===== src/rtl/uart_rx_os.sv =====
// uart_rx_os: oversampling UART receiver feeding the receive data register.
// Each bit is decided by a 3-sample majority vote around mid-bit. Glitch
// start bits are rejected. A low stop bit raises a one-cycle framing error.
//
// Ports:
//   PCLK         system clock, rising edge
//   PRESET       synchronous active-high reset
//   i_rx_serial  asynchronous serial line, idle high
//   o_rx_dv      one-cycle pulse, o_rx_byte holds a new good frame
//   o_rx_byte    last good byte, held between frames
//   o_frame_err  one-cycle pulse, stop bit sampled low
//   o_busy       high whenever the receiver is not idle
module uart_rx_os #(
    parameter int CLKS_PER_BIT = 868,
    parameter int DATA_BITS    = 8
) (
    input  logic                 PCLK,
    input  logic                 PRESET,
    input  logic                 i_rx_serial,
    output logic                 o_rx_dv,
    output logic [DATA_BITS-1:0] o_rx_byte,
    output logic                 o_frame_err,
    output logic                 o_busy
);

    localparam int CW  = $clog2(CLKS_PER_BIT);
    localparam int IW  = $clog2(DATA_BITS);
    localparam int MID = (CLKS_PER_BIT - 1) / 2;

    localparam logic [CW-1:0] CNT_ZERO   = {CW{1'b0}};
    localparam logic [CW-1:0] CNT_ONE    = CW'(1);
    localparam logic [CW-1:0] CNT_MID_M1 = CW'(MID - 1);
    localparam logic [CW-1:0] CNT_MID    = CW'(MID);
    localparam logic [CW-1:0] CNT_MID_P1 = CW'(MID + 1);
    localparam logic [CW-1:0] CNT_LAST   = CW'(CLKS_PER_BIT - 1);
    localparam logic [IW-1:0] IDX_ZERO   = {IW{1'b0}};
    localparam logic [IW-1:0] IDX_ONE    = IW'(1);
    localparam logic [IW-1:0] IDX_LAST   = IW'(DATA_BITS - 1);

    typedef enum logic [2:0] {
        IDLE      = 3'd0,
        START     = 3'd1,
        DATA      = 3'd2,
        STOP      = 3'd3,
        WAIT_HIGH = 3'd4
    } state_t;

    // Majority of three samples.
    function automatic logic maj3(input logic a, input logic b, input logic c);
        return (a & b) | (a & c) | (b & c);
    endfunction

    state_t               state, state_nx;
    logic                 sync1, rx_s;
    logic                 samp_a, samp_a_nx;
    logic                 samp_b, samp_b_nx;
    logic [CW-1:0]        clk_cnt, cnt_nx, cnt_inc;
    logic [IW-1:0]        bit_idx, idx_nx;
    logic [DATA_BITS-1:0] shift, shift_nx;
    logic [DATA_BITS-1:0] byte_nx;
    logic                 dv_nx, fe_nx, busy_nx;
    logic                 at_last, vote;

    // Next-state and datapath decode.
    always_comb begin
        state_nx  = state;
        cnt_nx    = clk_cnt;
        idx_nx    = bit_idx;
        shift_nx  = shift;
        byte_nx   = o_rx_byte;
        dv_nx     = 1'b0;
        fe_nx     = 1'b0;
        samp_a_nx = samp_a;
        samp_b_nx = samp_b;

        at_last = (clk_cnt == CNT_LAST);
        cnt_inc = at_last ? CNT_ZERO : (clk_cnt + CNT_ONE);
        // Third sample is the live rx_s at MID+1; the other two are held.
        vote    = maj3(samp_a, samp_b, rx_s);

        if (state != IDLE && state != WAIT_HIGH) begin
            if (clk_cnt == CNT_MID_M1) begin
                samp_a_nx = rx_s;
            end else begin
                samp_a_nx = samp_a;
            end
            if (clk_cnt == CNT_MID) begin
                samp_b_nx = rx_s;
            end else begin
                samp_b_nx = samp_b;
            end
        end else begin
            samp_a_nx = samp_a;
            samp_b_nx = samp_b;
        end

        case (state)
            IDLE: begin
                cnt_nx = CNT_ZERO;
                idx_nx = IDX_ZERO;
                if (!rx_s) begin
                    state_nx = START;
                end else begin
                    state_nx = IDLE;
                end
            end
            START: begin
                cnt_nx = cnt_inc;
                if (clk_cnt == CNT_MID_P1 && vote) begin
                    // Line was back high at mid start bit: glitch, not a frame.
                    state_nx = IDLE;
                    cnt_nx   = CNT_ZERO;
                end else if (at_last) begin
                    state_nx = DATA;
                    idx_nx   = IDX_ZERO;
                end else begin
                    state_nx = START;
                end
            end
            DATA: begin
                cnt_nx = cnt_inc;
                if (clk_cnt == CNT_MID_P1) begin
                    // LSB first: shift right, newest bit enters at the MSB.
                    shift_nx = {vote, shift[DATA_BITS-1:1]};
                end else begin
                    shift_nx = shift;
                end
                if (at_last) begin
                    if (bit_idx == IDX_LAST) begin
                        state_nx = STOP;
                        idx_nx   = IDX_ZERO;
                    end else begin
                        idx_nx = bit_idx + IDX_ONE;
                    end
                end else begin
                    idx_nx = bit_idx;
                end
            end
            STOP: begin
                cnt_nx = cnt_inc;
                // Decide at mid stop bit so a following start edge is not missed.
                if (clk_cnt == CNT_MID_P1) begin
                    cnt_nx = CNT_ZERO;
                    if (vote) begin
                        dv_nx    = 1'b1;
                        byte_nx  = shift;
                        state_nx = IDLE;
                    end else begin
                        fe_nx    = 1'b1;
                        state_nx = WAIT_HIGH;
                    end
                end else begin
                    state_nx = STOP;
                end
            end
            WAIT_HIGH: begin
                // Stay here through a break so it yields only one error.
                cnt_nx = CNT_ZERO;
                if (rx_s) begin
                    state_nx = IDLE;
                end else begin
                    state_nx = WAIT_HIGH;
                end
            end
            default: begin
                state_nx = IDLE;
                cnt_nx   = CNT_ZERO;
                idx_nx   = IDX_ZERO;
            end
        endcase

        busy_nx = (state_nx != IDLE);
    end

    // State, synchroniser, datapath and output registers.
    always_ff @(posedge PCLK) begin
        if (PRESET) begin
            state       <= IDLE;
            sync1       <= 1'b1;
            rx_s        <= 1'b1;
            samp_a      <= 1'b1;
            samp_b      <= 1'b1;
            clk_cnt     <= CNT_ZERO;
            bit_idx     <= IDX_ZERO;
            shift       <= {DATA_BITS{1'b0}};
            o_rx_dv     <= 1'b0;
            o_frame_err <= 1'b0;
            o_busy      <= 1'b0;
            o_rx_byte   <= {DATA_BITS{1'b0}};
        end else begin
            state       <= state_nx;
            sync1       <= i_rx_serial;
            rx_s        <= sync1;
            samp_a      <= samp_a_nx;
            samp_b      <= samp_b_nx;
            clk_cnt     <= cnt_nx;
            bit_idx     <= idx_nx;
            shift       <= shift_nx;
            o_rx_dv     <= dv_nx;
            o_frame_err <= fe_nx;
            o_busy      <= busy_nx;
            o_rx_byte   <= byte_nx;
        end
    end

endmodule


===== config.mk =====
export PLATFORM = sky130hd
export DESIGN_NAME = uart_rx_os
export DESIGN_NICKNAME = d
export VERILOG_FILES = /design/src/rtl/uart_rx_os.sv
export SDC_FILE = /design/constraint.sdc
export NUM_CORES = 1
export LEC_CHECK = 0
export CAP_MARGIN = 5
export CORE_MARGIN = 4
export CORE_UTILIZATION = 60
export CTS_CLUSTER_SIZE = 8
export DETAILED_ROUTE_END_ITERATION = 16
export PLACE_DENSITY = 0.82
export SLEW_MARGIN = 10
export SYNTH_ARGS = -nofsm -noshare
export SYNTH_HDL_FRONTEND = slang
export SYNTH_SLANG_ARGS = --single-unit
export TNS_END_PERCENT = 1

===== constraint.sdc =====
create_clock -name PCLK -period 3 [get_ports PCLK]
set_input_delay 0.6 -clock PCLK [delete_from_list [all_inputs] [get_ports PCLK]]
set_output_delay 0.6 -clock PCLK [all_outputs]
set_load 0.02 [all_outputs]

==> impl_metrics.tcl <==
set metrics [dict create \
    synth_area_per_cell_um2 9.41 \
    finalCoreUtilization 0.734 \
    total_negative_setup_slack_ns 0 \
    worstRegToRegCells 6 \
    r2r-end "bit_idx[0]" \
    grt_max_degree 28 \
    num_io_pins 14 \
    relative_slew_slack 0.580 \
    path_class "register to register" \
    num-nets-final 203 \
    outcome "completed" \
    final_min_period_over_clock_period 0.716 \
    synthesis.area_um2 1670 \
    timing_max_transition_violations_final 0 \
    clkSlewWorstSetupHoldPaths_ns 0.11 \
    cellLeakagePower_nw 0.702 \
    hold_path_class "register to register" \
    post_cts_buffers 0 \
    min_delay_path_depth 1 \
    cp-end-kind "register" \
    chipHeight_um 60.8 \
    post-route-drc-count 0 \
    worst_ep_arrival_time_ns 2.42 \
    floorplan.die_area_um2 3700 \
    dr_wl_met3_um 107 \
    first_global_vias 1285 \
    routed-via-count 1257 \
    holdBufCountCts 0 \
    highest-signal-layer "met4" \
    synth_fp_nets 187 \
    antenna_found_initial 0 \
    via_per_inst 5.61 \
    gr-total-overflow 0 \
    placement.io_buffers 13 \
    fp.dieW_um 60.8 \
    areaGrowthSynthToFinish_pct 12.6 \
    timing.critical_path.from "clk_cnt[0]" \
    number_of_buffers_created_by_cts 5 \
    detail_route.first_pass.iterations 4 \
    routed-wl-met2_mm 1.59 \
    critical-path-slowest-cell "or4_1" \
    synth.ff_latch_count 39 \
    power.density_cell_area_nw_per_um2 432 \
    cp_cell_sequence "ha_1 -> nand4bb_1 -> o41ai_2 -> nand3_1 -> or4_1 -> a21oi_1" \
    timing.critical_path.from_type "register" \
    drt_iter0_drc 47 \
    worst_ir_drop_on_vdd_v 0.000380 \
    grt_setup_unrepaired "false" \
    achievable-frequency_mhz 466 \
    worst_clock_skew_ns 0.00974 \
    synth_cell_type_count 39 \
    antenna-diode-count 0 \
    reg2reg_from "clk_cnt[0]" \
    start_util 0.652 \
    met1Wirelength_mm 1.36 \
    post_drt_wl_per_cell_um 13.9 \
    finalSetupViolCount 0 \
    grt_util_all_layers 0.201 \
    wire_length_of_the_first_global_routing_pass_mm 5.46 \
    reg2reg_slack_ns 0.85 \
    std_cell_rows 18 \
    routability_congestion_estimate_from_global_placement 0.890 \
    hpwlAfterDp_mm 2.28 \
    worst-path-max-fanout 6 \
    synthCells 178 \
    tightestPinTransition_ns 0.625 \
    hold_path.startpoint "sync1" \
    critical_path_required_ns 3.28 \
    max_stage_delay_ns 0.44 \
    drt_wl_total_mm 3.12 \
    synth-seq-area-share 0.466 \
    number_of_levels_the_h_tree_was_split_into 2 \
    timing.final.crit_period_ns 2.15 \
    route.antenna.remaining_nets 0 \
    core-area_um2 2570 \
    max_cap_viol_count 0 \
    share_of_cells_above_drive_strength_1 0.0825 \
    final-hold-violation-count 0 \
    clockRootBuffer "clkbuf_4" \
    clock_latency_ns 0.34 \
    cts_tree "yes" \
    hold-path-endpoint "rx_s" \
    cts_max_path_buffers 2 \
    cts_sinks 39 \
    number_of_warnings_reported_in_the_yosys_synthesis_log 0 \
    cts_repair_resizes 0 \
]
[sequential cells by signal, summed over array words and instances (netlist names), 3 cells and up]
name / count
state: 3
clk_cnt: 10
shift: 8
bit_idx: 3
o_rx_byte: 8
[worst max-delay path: cells and delay by family (launching register included)]
kind | cells | cell delay [ns]
simple gates | 3 | 0.90
flops | 1 | 0.43
fa+ha+maj | 1 | 0.26
compound gates | 2 | 0.50
[worst max-delay path by stage]
stage                 end  slack, ns  cells after the start
5_1_grt        bit_idx[0]       0.70                      6
2_1_floorplan      o_busy       1.16                      6
6_report       bit_idx[0]       0.85                      6
3_3_place_gp       o_busy       0.99                      5
4_1_cts        bit_idx[0]       0.87                      6
3_5_place_dp   bit_idx[0]       0.90                      6
[power by group]
group          internal [mW]  total [mW]  leakage (nW)  switching (mW)
clock network          0.109       0.267        0.0341           0.158
logic                0.00996      0.0243         0.353          0.0143
registers              0.521       0.523         0.315         0.00277
[metal layers]
| layer | vias to the layer above | GRT usage |
|---|---|---|
| met3 | 7 | 0.0511 |
| met4 | 0 | 0.118 |
| met5 | - | 0 |
| li1 | 638 | - |
| met2 | 18 | 0.340 |
| met1 | 594 | 0.229 |
[synth_stat cells, drive strengths merged]
library cell  count  share of area
or3b              1         0.0052
xnor2             6          0.031
or4               1         0.0045
a22oi             2         0.0090
maj3              1         0.0060
buf               2         0.0060
nand4bb           1         0.0067
ha                6          0.045
nand3             7          0.021
xor2              2          0.010
inv               6          0.013
o21ai             5          0.015
nand2            12          0.027
a211o             2          0.010
or3               4          0.018
o22a              1         0.0052
nand4b            2          0.014
clkbuf            3         0.0067
nor3              2         0.0060
nor3b             2          0.012
nor2b             2         0.0075
a21oi             3         0.0090
nand4             1         0.0037
nand2b            2         0.0075
or2               2         0.0075
o31ai             1         0.0045
a41oi             1         0.0097
nor4b             1         0.0052
o41ai             1         0.0097
mux2i            16          0.096
nor2             36          0.082
nor4              1         0.0037
and3              4          0.015
dfxtp            39           0.47
[cell families after synthesis]
family / Yosys count / synth area share
buf+inv: 11 / 0.0262
simple gates: 81 / 0.247
xor+xnor: 8 / 0.0419
mux: 16 / 0.0957
fa+ha+maj: 7 / 0.0508
flops: 39 / 0.466
compound gates: 16 / 0.0725
[placed cells by master, fill, tap and decap left out, drive strengths merged, types with 2 or more instances in the layout]
cell type,Yosys,layout
a211o,2,2
a21oi,3,3
a22oi,2,2
and3,4,4
clkbuf,3,6
clkdlybuf4s50,0,13
dfxtp,39,39
ha,6,6
inv,6,6
mux2i,16,16
nand2,12,12
nand2b,2,2
nand3,7,7
nand4b,2,2
nor2,36,36
nor2b,2,2
nor3,2,2
nor3b,2,2
o21ai,5,5
or2,2,2
or3,4,4
xnor2,6,6
xor2,2,2
[through the flow]
step	area [um^2]	cells	hold slack [ns]	setup slack [ns]	total power [mW]
after floorplan	1670	178	0.389	1.16	0.551
after global placement	1830	217	0.394	0.987	0.558
after detailed placement	1830	217	0.398	0.901	0.559
after CTS	1880	224	0.423	0.870	0.817
after global routing	1880	224	0.439	0.705	0.852
final	1880	224	0.424	0.853	0.815
[final cells by class]
| cell class | count | area [um^2] |
|---|---|---|
| repair buffers | 14 | 138 |
| flip-flops and latches | 39 | 781 |
| clock buffers | 6 | 51.3 |
| inverters | 6 | 22.5 |
| multi-input cells | 128 | 850 |
| clock inverters | 1 | 5.00 |
| well taps | 30 | 37.5 |
| fillers | 208 | 683 |
(Power assumes the default switching activity.)
